**src/rtl/bus_main_arbiter_pkg.sv**
```systemverilog
// ============================================================================
// bus_main_arbiter_pkg : shared types for the main-bus arbiter family
// Revision: 1.0
// ============================================================================
`default_nettype none

package bus_main_arbiter_pkg;

  typedef struct packed {
    logic idle;
    logic xfer;
    logic err;
  } bmain_state_t;

  localparam bmain_state_t ST_IDLE = 3'b100;
  localparam bmain_state_t ST_XFER = 3'b010;
  localparam bmain_state_t ST_ERR  = 3'b001;

  localparam logic BUS_CMD_WRITE = 1'b0;
  localparam logic BUS_CMD_READ  = 1'b1;

  typedef enum logic [1:0] {
    ECAUSE_NONE     = 2'd0,
    ECAUSE_BUS_FE1  = 2'd1,
    ECAUSE_BUS_MEM1 = 2'd2
  } ecause_t;

endpackage

`default_nettype wire

```
**src/rtl/bus_main_arbiter_rr_arb2.sv**
```systemverilog
// ============================================================================
// rr_arb2 : two-request round-robin picker; on a tie the non-last requester wins
// Revision: 1.0
// ============================================================================
`default_nettype none

module rr_arb2 (
  input  logic [1:0] req,
  input  logic       last,
  output logic       grant
);

  always_comb begin
    grant = 1'b0;
    case (req)
      2'b01:   grant = 1'b0;
      2'b10:   grant = 1'b1;
      2'b11:   grant = ~last;
      default: grant = 1'b0;
    endcase
  end

endmodule

`default_nettype wire

```
**src/rtl/bus_main_arbiter.sv**
```systemverilog
// ============================================================================
// bus_main_arbiter : fe1/mem1 to main-bus slave arbiter, round-robin, grant
//                    held for a whole transaction including error handshake
// Revision: 1.0
// ============================================================================
`default_nettype none

module bus_main_arbiter
  import bus_main_arbiter_pkg::*;
#(
  parameter int AW = 27,
  parameter int DW = 32
) (
  input  logic            clk_core,
  input  logic            reset_n,
  input  logic            fe1_cvalid,
  input  logic            mem1_cvalid,
  input  logic            fe1_cmd,
  input  logic            mem1_cmd,
  input  logic [AW-1:0]   fe1_bus_addr,
  input  logic [AW-1:0]   mem1_bus_addr,
  input  logic            fe1_wvalid,
  input  logic            mem1_wvalid,
  input  logic            fe1_wlast,
  input  logic            mem1_wlast,
  input  logic [DW-1:0]   fe1_bus_wdata,
  input  logic [DW-1:0]   mem1_bus_wdata,
  input  logic [DW/8-1:0] fe1_wmask,
  input  logic [DW/8-1:0] mem1_wmask,
  input  logic            fe1_rready,
  input  logic            mem1_rready,
  input  logic            fe1_eack,
  input  logic            mem1_eack,
  output logic            bmain_cready_fe1,
  output logic            bmain_cready_mem1,
  output logic            bmain_wready_fe1,
  output logic            bmain_wready_mem1,
  output logic            bmain_rvalid_fe1,
  output logic            bmain_rvalid_mem1,
  output logic            bmain_error_fe1,
  output logic            bmain_error_mem1,
  output logic            bmain_rlast,
  output logic [DW-1:0]   bmain_rdata,
  output logic            bus_cvalid,
  output logic            bus_cmd,
  output logic [AW-1:0]   bus_addr,
  input  logic            bus_cready,
  output logic            bus_wvalid,
  output logic            bus_wlast,
  output logic [DW-1:0]   bus_wdata,
  output logic [DW/8-1:0] bus_wmask,
  input  logic            bus_wready,
  input  logic            bus_rvalid,
  input  logic            bus_rlast,
  input  logic [DW-1:0]   bus_rdata,
  output logic            bus_rready,
  input  logic            bus_error,
  output logic            bus_eack
);

  bmain_state_t state;
  logic         owner;
  logic         last;
  logic         cmd_done;
  logic         wdone;

  logic [1:0]      req;
  logic            rr_grant;
  logic            sel;
  logic            active;
  logic            m_cvalid, m_cmd, m_wvalid, m_wlast, m_rready, m_eack;
  logic [AW-1:0]   m_addr;
  logic [DW-1:0]   m_wdata;
  logic [DW/8-1:0] m_wmask;
  logic            cmd_open, w_open, r_open;
  logic            c_hs, w_hs, wlast_hs, rlast_hs;
  logic            lock_now, busy, cd_next, wd_next, complete;
  logic            rv_any, err_any;

  assign req = {mem1_cvalid | mem1_wvalid, fe1_cvalid | fe1_wvalid};

  rr_arb2 u_rr_arb2 (
    .req   (req),
    .last  (last),
    .grant (rr_grant)
  );

  // Before lock the picker decides each cycle; once locked the owner is held.
  assign sel    = state.idle ? rr_grant : owner;
  assign active = reset_n & (state.idle ? (|req) : 1'b1);

  assign m_cvalid = sel ? mem1_cvalid    : fe1_cvalid;
  assign m_cmd    = sel ? mem1_cmd       : fe1_cmd;
  assign m_addr   = sel ? mem1_bus_addr  : fe1_bus_addr;
  assign m_wvalid = sel ? mem1_wvalid    : fe1_wvalid;
  assign m_wlast  = sel ? mem1_wlast     : fe1_wlast;
  assign m_wdata  = sel ? mem1_bus_wdata : fe1_bus_wdata;
  assign m_wmask  = sel ? mem1_wmask     : fe1_wmask;
  assign m_rready = sel ? mem1_rready    : fe1_rready;
  assign m_eack   = sel ? mem1_eack      : fe1_eack;

  // A channel closes once its part of the transaction is done, or on error.
  assign cmd_open = active & ~state.err & ~cmd_done;
  assign w_open   = active & ~state.err & ~wdone;
  assign r_open   = active & ~state.err;

  assign bus_cvalid = cmd_open & m_cvalid;
  assign bus_cmd    = active & m_cmd;
  assign bus_addr   = active ? m_addr : '0;
  assign bus_wvalid = w_open & m_wvalid;
  assign bus_wlast  = w_open & m_wlast;
  assign bus_wdata  = active ? m_wdata : '0;
  assign bus_wmask  = active ? m_wmask : '0;
  assign bus_rready = r_open & m_rready;
  assign bus_eack   = active & m_eack;

  assign c_hs     = bus_cvalid & bus_cready;
  assign w_hs     = bus_wvalid & bus_wready;
  assign wlast_hs = w_hs & m_wlast;
  assign rlast_hs = bus_rready & bus_rvalid & bus_rlast;

  assign lock_now = state.idle & active & (c_hs | w_hs);
  assign busy     = state.xfer | lock_now;
  assign cd_next  = cmd_done | c_hs;
  assign wd_next  = wdone | wlast_hs;
  assign complete = (m_cmd == BUS_CMD_WRITE) ? (cd_next & wd_next) : rlast_hs;

  assign rv_any  = r_open & bus_rvalid;
  assign err_any = reset_n & bus_error & (state.xfer | state.err | lock_now);

  assign bmain_cready_fe1  = c_hs & ~sel;
  assign bmain_cready_mem1 = c_hs & sel;
  assign bmain_wready_fe1  = w_hs & ~sel;
  assign bmain_wready_mem1 = w_hs & sel;
  assign bmain_rvalid_fe1  = rv_any & ~sel;
  assign bmain_rvalid_mem1 = rv_any & sel;
  assign bmain_error_fe1   = err_any & ~sel;
  assign bmain_error_mem1  = err_any & sel;
  assign bmain_rdata       = bus_rdata;
  assign bmain_rlast       = bus_rlast;

  always_ff @(posedge clk_core or negedge reset_n) begin
    if (!reset_n) begin
      state    <= ST_IDLE;
      owner    <= 1'b0;
      last     <= 1'b0;
      cmd_done <= 1'b0;
      wdone    <= 1'b0;
    end else if (state.err) begin
      if (bus_error && m_eack) begin
        state <= ST_IDLE;
        last  <= owner;
      end
    end else if (busy) begin
      owner <= sel;
      if (bus_error) begin
        cmd_done <= 1'b0;
        wdone    <= 1'b0;
        if (m_eack) begin
          state <= ST_IDLE;
          last  <= sel;
        end else begin
          state <= ST_ERR;
        end
      end else if (complete) begin
        state    <= ST_IDLE;
        last     <= sel;
        cmd_done <= 1'b0;
        wdone    <= 1'b0;
      end else begin
        state    <= ST_XFER;
        cmd_done <= cd_next;
        wdone    <= wd_next;
      end
    end
  end

endmodule

`default_nettype wire

```
**config.mk**
```make
export PLATFORM = sky130hd
export DESIGN_NAME = bus_main_arbiter
export DESIGN_NICKNAME = d
export VERILOG_FILES = /design/src/rtl/bus_main_arbiter_pkg.sv /design/src/rtl/bus_main_arbiter_rr_arb2.sv /design/src/rtl/bus_main_arbiter.sv
export SDC_FILE = /design/constraint.sdc
export NUM_CORES = 1
export LEC_CHECK = 0
export ABC_CLOCK_PERIOD_IN_PS = 3420
export BUFFER_PORTS_ARGS = -buffer_cell sky130_fd_sc_hd__buf_2
export CORE_AREA = 3 3 109 111
export CTS_BUF_LIST = sky130_fd_sc_hd__clkbuf_8
export CTS_CLUSTER_DIAMETER = 60
export DETAILED_ROUTE_END_ITERATION = 7
export DIE_AREA = 0 0 112 114
export MAX_ROUTING_LAYER = met4
export REMOVE_ABC_BUFFERS = 1
export SLEW_MARGIN = 20
export SYNTH_ARGS = -nofsm -noshare
export SYNTH_HDL_FRONTEND = slang
export SYNTH_SLANG_ARGS = --single-unit
```
**constraint.sdc**
```tcl
create_clock -name clk_core -period 3.42 [get_ports clk_core]
set_input_delay 0.171 -clock clk_core [delete_from_list [all_inputs] [get_ports clk_core]]
set_output_delay 0.171 -clock clk_core [all_outputs]
set_load 0.02 [all_outputs]
```
==> impl_metrics.xml, run 1 <==
<?xml version="1.0" encoding="UTF-8"?>
<metrics>
  <group name="floorplan">
    <metric name="ios" unit="">287</metric>
    <metric name="core_area" unit="um^2">10900</metric>
    <metric name="die_span_y" unit="um">114</metric>
    <metric name="floorplan.die_area" unit="um^2">12800</metric>
    <metric name="chipWidth" unit="um">112</metric>
    <metric name="starting_density_of_the_core" unit="%">16.8</metric>
    <metric name="fp-row-count" unit="">38</metric>
  </group>
  <group name="setup_path">
    <metric name="worst_path_most_repeated_cell" unit="">buf_2</metric>
    <metric name="worstSetupPathType" unit="">in2out</metric>
    <metric name="cpPeakStageDelay" unit="ns">0.51</metric>
    <metric name="rr_worst_depth" unit="">6</metric>
    <metric name="critical_path.endpoint_type" unit="">primary output</metric>
    <metric name="cp.arrival" unit="ns">2.54</metric>
    <metric name="crit_path_cell_trace" unit="">dlygate4sd3_1 &gt; buf_2 &gt; nor2b_1 &gt; o211ai_2 &gt; a211oi_1 &gt; o2111a_1 &gt; or2_4 &gt; nor2_1 &gt; nor3_1 &gt; buf_2</metric>
    <metric name="worstPathMaxFanout" unit="">11</metric>
    <metric name="cpMaxStageDelayCell" unit="">dlygate4sd3_1</metric>
    <metric name="worstPathRequired" unit="ns">3.25</metric>
    <metric name="cp-start-kind" unit="">input pin</metric>
  </group>
  <group name="yosys">
    <metric name="post_synth_xor_area_fraction" unit="%">0</metric>
    <metric name="seq_area_frac_synth" unit="%">9.63</metric>
    <metric name="yosysTopAreaCellShare" unit="%">27.5</metric>
    <metric name="synth_async_sr_flop_share" unit="%">100</metric>
    <metric name="synth_area" unit="um^2">1830</metric>
    <metric name="postSynth.topFlopCell" unit="">dfrtp_1</metric>
    <metric name="synth.cells.most_frequent" unit="">134 x nand2_1, 67 x a21oi_1, 33 x buf_4, 14 x clkbuf_1, 11 x nor2_1</metric>
    <metric name="yosysMostFrequentCell" unit="">nand2_1</metric>
    <metric name="muxShareOfSynthArea" unit="%">3.42</metric>
    <metric name="syn-instance-count" unit="">335</metric>
    <metric name="post_synth_num_cell_types" unit="">36</metric>
    <metric name="synth_compound_gate_area_share" unit="%">31.5</metric>
    <metric name="synth.area.top_cells" unit="">nand2_1 27%, a21oi_1 18%, buf_4 14%</metric>
    <metric name="post_synth_fa_ha_maj_area_fraction" unit="%">0</metric>
    <metric name="synth_top_cell_by_area" unit="">nand2_1</metric>
    <metric name="avgSynthCellArea" unit="um^2">5.47</metric>
    <metric name="synth-simple-area-share" unit="%">35.7</metric>
    <metric name="synth_top_family_by_area" unit="">simple AND/OR/NAND/NOR gates</metric>
    <metric name="synth.ff_latch_count" unit="">7</metric>
    <metric name="synth-edff-count" unit="">0</metric>
    <metric name="synth-warning-count" unit="">0</metric>
  </group>
  <group name="clock_network">
    <metric name="ctsHoldBuffers" unit="">1</metric>
    <metric name="worst_setup_hold_path_clk_slew" unit="ns">0.04</metric>
    <metric name="cts_resized" unit="">0</metric>
    <metric name="cts-buffers-inserted" unit="">3</metric>
    <metric name="cts_sinks" unit="">7</metric>
    <metric name="cts.root.buffer_cell" unit="">clkbuf_8</metric>
    <metric name="postCtsSetupRepairBufs" unit="">0</metric>
    <metric name="cts_tree" unit="">yes</metric>
    <metric name="max-clock-path-buffers" unit="">2</metric>
    <metric name="ctsHtreeMaxLevel" unit="">1</metric>
    <metric name="clk_latency" unit="ns">0.23</metric>
  </group>
  <group name="finish">
    <metric name="fillerInstances" unit="">1262</metric>
    <metric name="final_net_count" unit="">689</metric>
    <metric name="antenna_cells" unit="">0</metric>
    <metric name="seqCellArea" unit="um^2">176</metric>
    <metric name="area_added_between_synthesis_and_finish" unit="%">57.2</metric>
    <metric name="multi_input_comb_area" unit="um^2">1300</metric>
    <metric name="post_route_cells_drive_above_1_share" unit="%">47.6</metric>
  </group>
  <group name="placed_design">
    <metric name="gpl.final_weighted_congestion" unit="">0.839</metric>
    <metric name="place.detailed.hpwl" unit="um">7740</metric>
    <metric name="buffer_ports.inserted" unit="">222</metric>
  </group>
  <group name="global_routing">
    <metric name="grt_max_degree" unit="">37</metric>
    <metric name="aggregate_global_route_resource_usage" unit="%">13.3</metric>
    <metric name="overflow" unit="">0</metric>
    <metric name="first_global_vias" unit="">2494</metric>
    <metric name="grt_first_pass_wirelength" unit="um">13600</metric>
    <metric name="grt_antenna_before_repair" unit="">0</metric>
  </group>
  <group name="route">
    <metric name="detail-route-antenna-nets" unit="">0</metric>
    <metric name="num_vias" unit="">2839</metric>
    <metric name="drtIter0Drc" unit="">130</metric>
    <metric name="wl_per_cell" unit="um">14.5</metric>
    <metric name="remaining_drc_errors" unit="">0</metric>
    <metric name="routed_wl" unit="um">9420</metric>
    <metric name="drt_pass1_iterations" unit="">4</metric>
    <metric name="drt-vias-per-instance" unit="">4.36</metric>
  </group>
  <group name="timing">
    <metric name="post-route-period-util" unit="%">79.1</metric>
    <metric name="report.final.slew_viol_count" unit="">0</metric>
    <metric name="slew_headroom" unit="%">51.4</metric>
    <metric name="setup_viol" unit="">0</metric>
    <metric name="fin_hold_ws" unit="ns">0.279</metric>
    <metric name="timing_worst_slew_pin_value" unit="ns">0.710</metric>
    <metric name="timing.final.hold_violations" unit="">0</metric>
    <metric name="grt_setup_unrepaired" unit="">false</metric>
    <metric name="timing.clock.skew" unit="ns">0.00174</metric>
    <metric name="final_period_minus_worst_setup_slack" unit="ns">2.71</metric>
    <metric name="tns" unit="ns">0</metric>
    <metric name="max_freq" unit="MHz">370</metric>
  </group>
  <group name="flow_run">
    <metric name="drv_cap" unit="">0</metric>
  </group>
  <group name="power_and_ir_drop">
    <metric name="vdd_ir_drop_max" unit="uV">293</metric>
    <metric name="power.leakage" unit="nW">1.65</metric>
    <metric name="powerDensity" unit="nW/um^2">669</metric>
  </group>
  <group name="worst_hold_path">
    <metric name="hold-path-cell-count" unit="">3</metric>
    <metric name="min_path_type" unit="">in2reg</metric>
  </group>
  <group name="run_status">
    <metric name="run_status" unit="">finished, final reports clean</metric>
  </group>
</metrics>
-- worst paths after layout --
path	start	endpoint	slack (ns)
worst max register to register	state[2]	last	1.09
max in group asynchronous	reset_n	state[2]	2.80
worst max-delay path	reset_n	bmain_error_mem1	0.71
worst min register to register	state[2]	state[2]	0.53
worst min-delay path	bus_error	state[0]	0.28
min in group asynchronous	reset_n	state[1]	0.35
-- stage by stage --
| step | instance area, um^2 | power (mW) | setup WS [ns] | cells | utilization [%] |
|---|---|---|---|---|---|
| after floorplan | 1490 | 1.26 | 0.112 | 278 | - |
| after global placement | 2830 | 1.84 | 1.05 | 646 | 25.9 |
| after detailed placement | 2830 | 1.83 | 1.02 | 646 | 25.9 |
| after CTS | 2880 | 1.95 | 0.709 | 651 | 26.5 |
| after global routing | 2880 | 2.13 | 0.451 | 651 | 26.5 |
| final | 2880 | 1.93 | 0.714 | 651 | 26.5 |
-- final cells by class --
class / instances / area share (%)
Multi-Input combinational cell: 267 / 45.2
Timing Repair Buffer: 229 / 40.5
Sequential cell: 7 / 6.13
Tap cell: 140 / 6.08
Clock buffer: 3 / 1.43
Inverter: 4 / 0.521
Clock inverter: 1 / 0.130
-- registers in the layout (all words and copies together), names as in the netlist --
| name | flops |
|---|---|
| wdone | 1 |
| owner | 1 |
| cmd_done | 1 |
| state | 3 |
| last | 1 |
-- power breakdown --
part | switching [mW] | internal, mW | leakage (nW)
logic | 1.10 | 0.552 | 1.53
registers | 0.0479 | 0.118 | 0.0908
clock network | 0.0348 | 0.0775 | 0.0269
total | 1.18 | 0.748 | 1.65
-- metal layers --
layer	global-route usage (%)	up-vias	wire (um)
met4	1.20	0	33
met2	19.7	186	4100
met1	16.5	1206	3850
li1	-	1442	-
met3	7.37	5	1430
met5	-	-	0
-- layout by cell type (no fill, tap or decap) --
master,netlist,routed
nand3_1,5,5
a211oi_1,1,1
nor2_1,11,11
mux2i_1,4,4
a22o_1,1,1
a21oi_1,67,67
o21ai_1,2,2
or2_4,1,1
or2_2,1,1
o21ai_0,5,5
buf_2,1,222
o2111a_1,1,1
a32oi_1,1,1
o21a_2,0,1
o21ai_4,1,2
dfstp_2,1,1
nor2b_1,2,2
dlygate4sd3_1,0,1
o21ai_2,3,2
or4_4,1,1
nand2_1,134,134
and3_1,2,2
o211ai_1,7,7
a2111oi_0,2,2
inv_1,4,5
clkbuf_8,0,3
nor3_1,3,3
dfrtp_1,6,6
buf_4,33,6
o211ai_2,1,1
mux2_2,2,2
o22ai_1,1,1
and2_1,1,1
nand2b_1,2,2
o21a_1,4,3
a41oi_1,1,1
-- worst max-delay path: cells and delay by family --
kind                   cells  cell delay (ns)
buffers and inverters      3             0.96
AOI/OAI and AO/OA          3             0.69
and+or+nand+nor            4             0.69
-- cell families (layout without fill, tap and decap cells) --
logic type / count (synthesis) / in the layout
simple gates: 163 / 163
compound gates: 98 / 98
buf+inv: 61 / 237
flops: 7 / 7
mux: 6 / 6
Note: power is estimated with default switching activity, not from simulation.
==> run 2: changes to the inputs <==
Settings changed: ABC_CLOCK_PERIOD_IN_PS 3420 to 2300.
Clock period 3.42 ns to 2.3 ns, I/O delays scaled along.
==> run 2 against run 1 <==
  * The run now ends with negative setup slack left
  * Clock skew decreased by 0.0012 ns
  * Cell area increased by 8.2%
  * Via count increased by 4.1%
  * Hold slack got worse by 0.049 ns
  * Total power increased by 66%
  * Worst setup slack got worse by 0.76 ns
  * Core utilization increased by 2.2 points
  * Sequential power increased by 44%
  * Sequential share of layout area decreased by 0.46 points
  * Final cell count increased by 2.2%
  * Largest power group unchanged
==> impl_metrics.xml, run 2 (synthesis results as in run 1) <==
<?xml version="1.0" encoding="UTF-8"?>
<metrics>
  <group name="worst_hold_path">
    <metric name="min_path_type" unit="">in2out</metric>
    <metric name="hold_path.startpoint" unit="">bus_rdata[7]</metric>
  </group>
  <group name="route">
    <metric name="drt-vias-per-instance" unit="">4.44</metric>
    <metric name="detail-route-antenna-nets" unit="">0</metric>
    <metric name="wl_per_cell" unit="um">14.7</metric>
    <metric name="num_vias" unit="">2955</metric>
    <metric name="drtIter0Drc" unit="">138</metric>
    <metric name="remaining_drc_errors" unit="">0</metric>
    <metric name="routed_wl" unit="um">9760</metric>
    <metric name="drt_pass1_iterations" unit="">4</metric>
  </group>
  <group name="floorplan">
    <metric name="die_span_y" unit="um">114</metric>
    <metric name="chipWidth" unit="um">112</metric>
    <metric name="floorplan.die_area" unit="um^2">12800</metric>
    <metric name="starting_density_of_the_core" unit="%">16.8</metric>
    <metric name="ios" unit="">287</metric>
    <metric name="core_area" unit="um^2">10900</metric>
    <metric name="fp-row-count" unit="">38</metric>
  </group>
  <group name="setup_path">
    <metric name="critical_path.endpoint_type" unit="">primary output</metric>
    <metric name="cp-start-kind" unit="">flop</metric>
    <metric name="crit_path_start" unit="">state[2]</metric>
    <metric name="worstSetupPathType" unit="">reg2out</metric>
    <metric name="cp.arrival" unit="ns">2.23</metric>
    <metric name="worstPathMaxFanout" unit="">5</metric>
    <metric name="worstPathRequired" unit="ns">2.18</metric>
    <metric name="reg2reg_from" unit="">state[2]</metric>
  </group>
  <group name="global_routing">
    <metric name="first_global_vias" unit="">2732</metric>
    <metric name="grt_max_degree" unit="">38</metric>
    <metric name="grt_antenna_before_repair" unit="">0</metric>
    <metric name="aggregate_global_route_resource_usage" unit="%">13.8</metric>
    <metric name="grt_first_pass_wirelength" unit="um">14100</metric>
    <metric name="overflow" unit="">0</metric>
  </group>
  <group name="clock_network">
    <metric name="cts_sinks" unit="">7</metric>
    <metric name="cts-buffers-inserted" unit="">3</metric>
    <metric name="max-clock-path-buffers" unit="">2</metric>
    <metric name="cts.root.buffer_cell" unit="">clkbuf_8</metric>
    <metric name="cts_tree" unit="">yes</metric>
    <metric name="ctsHtreeMaxLevel" unit="">1</metric>
    <metric name="worst_setup_hold_path_clk_slew" unit="ns">0.04</metric>
    <metric name="clk_latency" unit="ns">0.23</metric>
  </group>
  <group name="timing">
    <metric name="report.final.slew_viol_count" unit="">0</metric>
    <metric name="post-route-period-util" unit="%">102</metric>
    <metric name="setup_viol" unit="">2</metric>
    <metric name="timing.clock.skew" unit="ns">0.000512</metric>
    <metric name="max_freq" unit="MHz">426</metric>
    <metric name="timing_worst_slew_pin_value" unit="ns">0.385</metric>
    <metric name="tns" unit="ns">-0.0856</metric>
    <metric name="final_period_minus_worst_setup_slack" unit="ns">2.35</metric>
    <metric name="slew_headroom" unit="%">74.4</metric>
    <metric name="final_critical_path_setup_slack" unit="ns">-0.0473</metric>
    <metric name="timing.final.hold_violations" unit="">0</metric>
    <metric name="grt_setup_unrepaired" unit="">true</metric>
  </group>
  <group name="finish">
    <metric name="fillerInstances" unit="">1253</metric>
    <metric name="largest-register" unit="">state</metric>
    <metric name="post_route_cells_drive_above_1_share" unit="%">51.0</metric>
    <metric name="layout.cells.most_common_list" unit="">219 x buf_2, 133 x nand2_1, 67 x a21oi_1</metric>
    <metric name="final_net_count" unit="">703</metric>
    <metric name="mostFrequentLayoutCell" unit="">buf_2</metric>
    <metric name="antenna_cells" unit="">0</metric>
    <metric name="largest_register_ffs" unit="">3</metric>
    <metric name="area_added_between_synthesis_and_finish" unit="%">70.1</metric>
    <metric name="finish.cell_count_without_fillers" unit="">665</metric>
  </group>
  <group name="power_and_ir_drop">
    <metric name="pwr-share-comb" unit="%">87.2</metric>
    <metric name="power_switching" unit="mW">1.88</metric>
    <metric name="clock_power_share" unit="%">5.3</metric>
    <metric name="total_power" unit="mW">3.19</metric>
    <metric name="seqPwrFrac" unit="%">7.5</metric>
    <metric name="intPower" unit="mW">1.32</metric>
    <metric name="powerDensity" unit="nW/um^2">1020</metric>
    <metric name="power.leakage" unit="nW">1.75</metric>
    <metric name="vdd_ir_drop_max" unit="uV">605</metric>
    <metric name="sw_frac_of_total" unit="%">58.7</metric>
  </group>
  <group name="placed_design">
    <metric name="buffer_ports.inserted" unit="">222</metric>
    <metric name="place.detailed.hpwl" unit="um">7920</metric>
    <metric name="gpl.final_weighted_congestion" unit="">0.839</metric>
    <metric name="dpl.cell_count" unit="">652</metric>
    <metric name="place_ws" unit="ns">0.00711</metric>
  </group>
  <group name="flow_run">
    <metric name="drv_cap" unit="">0</metric>
  </group>
  <group name="run_status">
    <metric name="failed_checks" unit="">negative setup slack</metric>
    <metric name="run_status" unit="">complete, but fails checks</metric>
  </group>
</metrics>
[run 2: repair_timing]
| item | in CTS | in global routing |
|---|---|---|
| hold buffers | 1 | 0 |
| pin swaps | 8 | 4 |
| endpoints found under the setup margin | 4 | 33 |
| endpoints found under the hold margin | 6 | 0 |
| gates resized for setup | 14 | 16 |
| setup buffers | 5 | 3 |
[run 2: final cells by class]
class                      count  area, um^2  area share, %
multi-input combinational    267        1400           44.9
sequential                     7         176           5.66
clock buffer                   3        41.3           1.33
timing repair buffer         243        1300           41.8
clock inverter                 1        3.75          0.120
inverter                       4        18.8          0.602
tap                          140         175           5.62
[run 2: path summary, 6_finish.rpt]
path | endpoint | slack (ns) | cells after the start
hold / removal | bmain_rdata[7] | 0.23 | 0
setup reg to reg | last | 0.02 | 9
setup / recovery | bmain_error_fe1 | -0.05 | 9
min in group asynchronous | cmd_done | 0.36 | 3
hold reg to reg | wdone | 0.52 | 1
max in group asynchronous | state[2] | 1.72 | 3
[run 2: worst max-delay path: stages (launching register included)]
cell and delay [ns]:
dfstp_2 0.59, buf_6 0.13, clkinvlp_4 0.13, o211ai_2 0.22, a211oi_1 0.08, o2111a_1 0.29
or2_4 0.25, nor2_4 0.10, nor3_2 0.04, buf_2 0.16
[run 2: through the flow]
stage / utilization (%) / cell area [um^2] / hold WS [ns]
2_1_floorplan: - / 1490 / -0.181
3_3_place_gp: 26.4 / 2870 / 0.0638
3_5_place_dp: 26.4 / 2870 / 0.0654
4_1_cts: 27.9 / 3040 / 0.221
5_1_grt: 28.6 / 3120 / 0.230
6_report: 28.6 / 3120 / 0.230
[run 2: per-layer routing]
metal / GRT usage, % / vias up / routed length, um
met1: 17.2 / 1306 / 4090
met4: 1.36 / 0 / 55
li1: - / 1466 / -
met2: 21.6 / 175 / 4420
met3: 5.99 / 8 / 1190
met5: - / - / 0
[run 2: power groups by stage]
stage | clock network, mW | registers (mW) | logic, mW
after global placement | 0 | 0.226 | 2.54
final | 0.168 | 0.239 | 2.79
after detailed placement | 0 | 0.227 | 2.55
after floorplan | 0 | 0.226 | 1.64
after global routing | 0.181 | 0.252 | 3.06
after CTS | 0.168 | 0.232 | 2.69
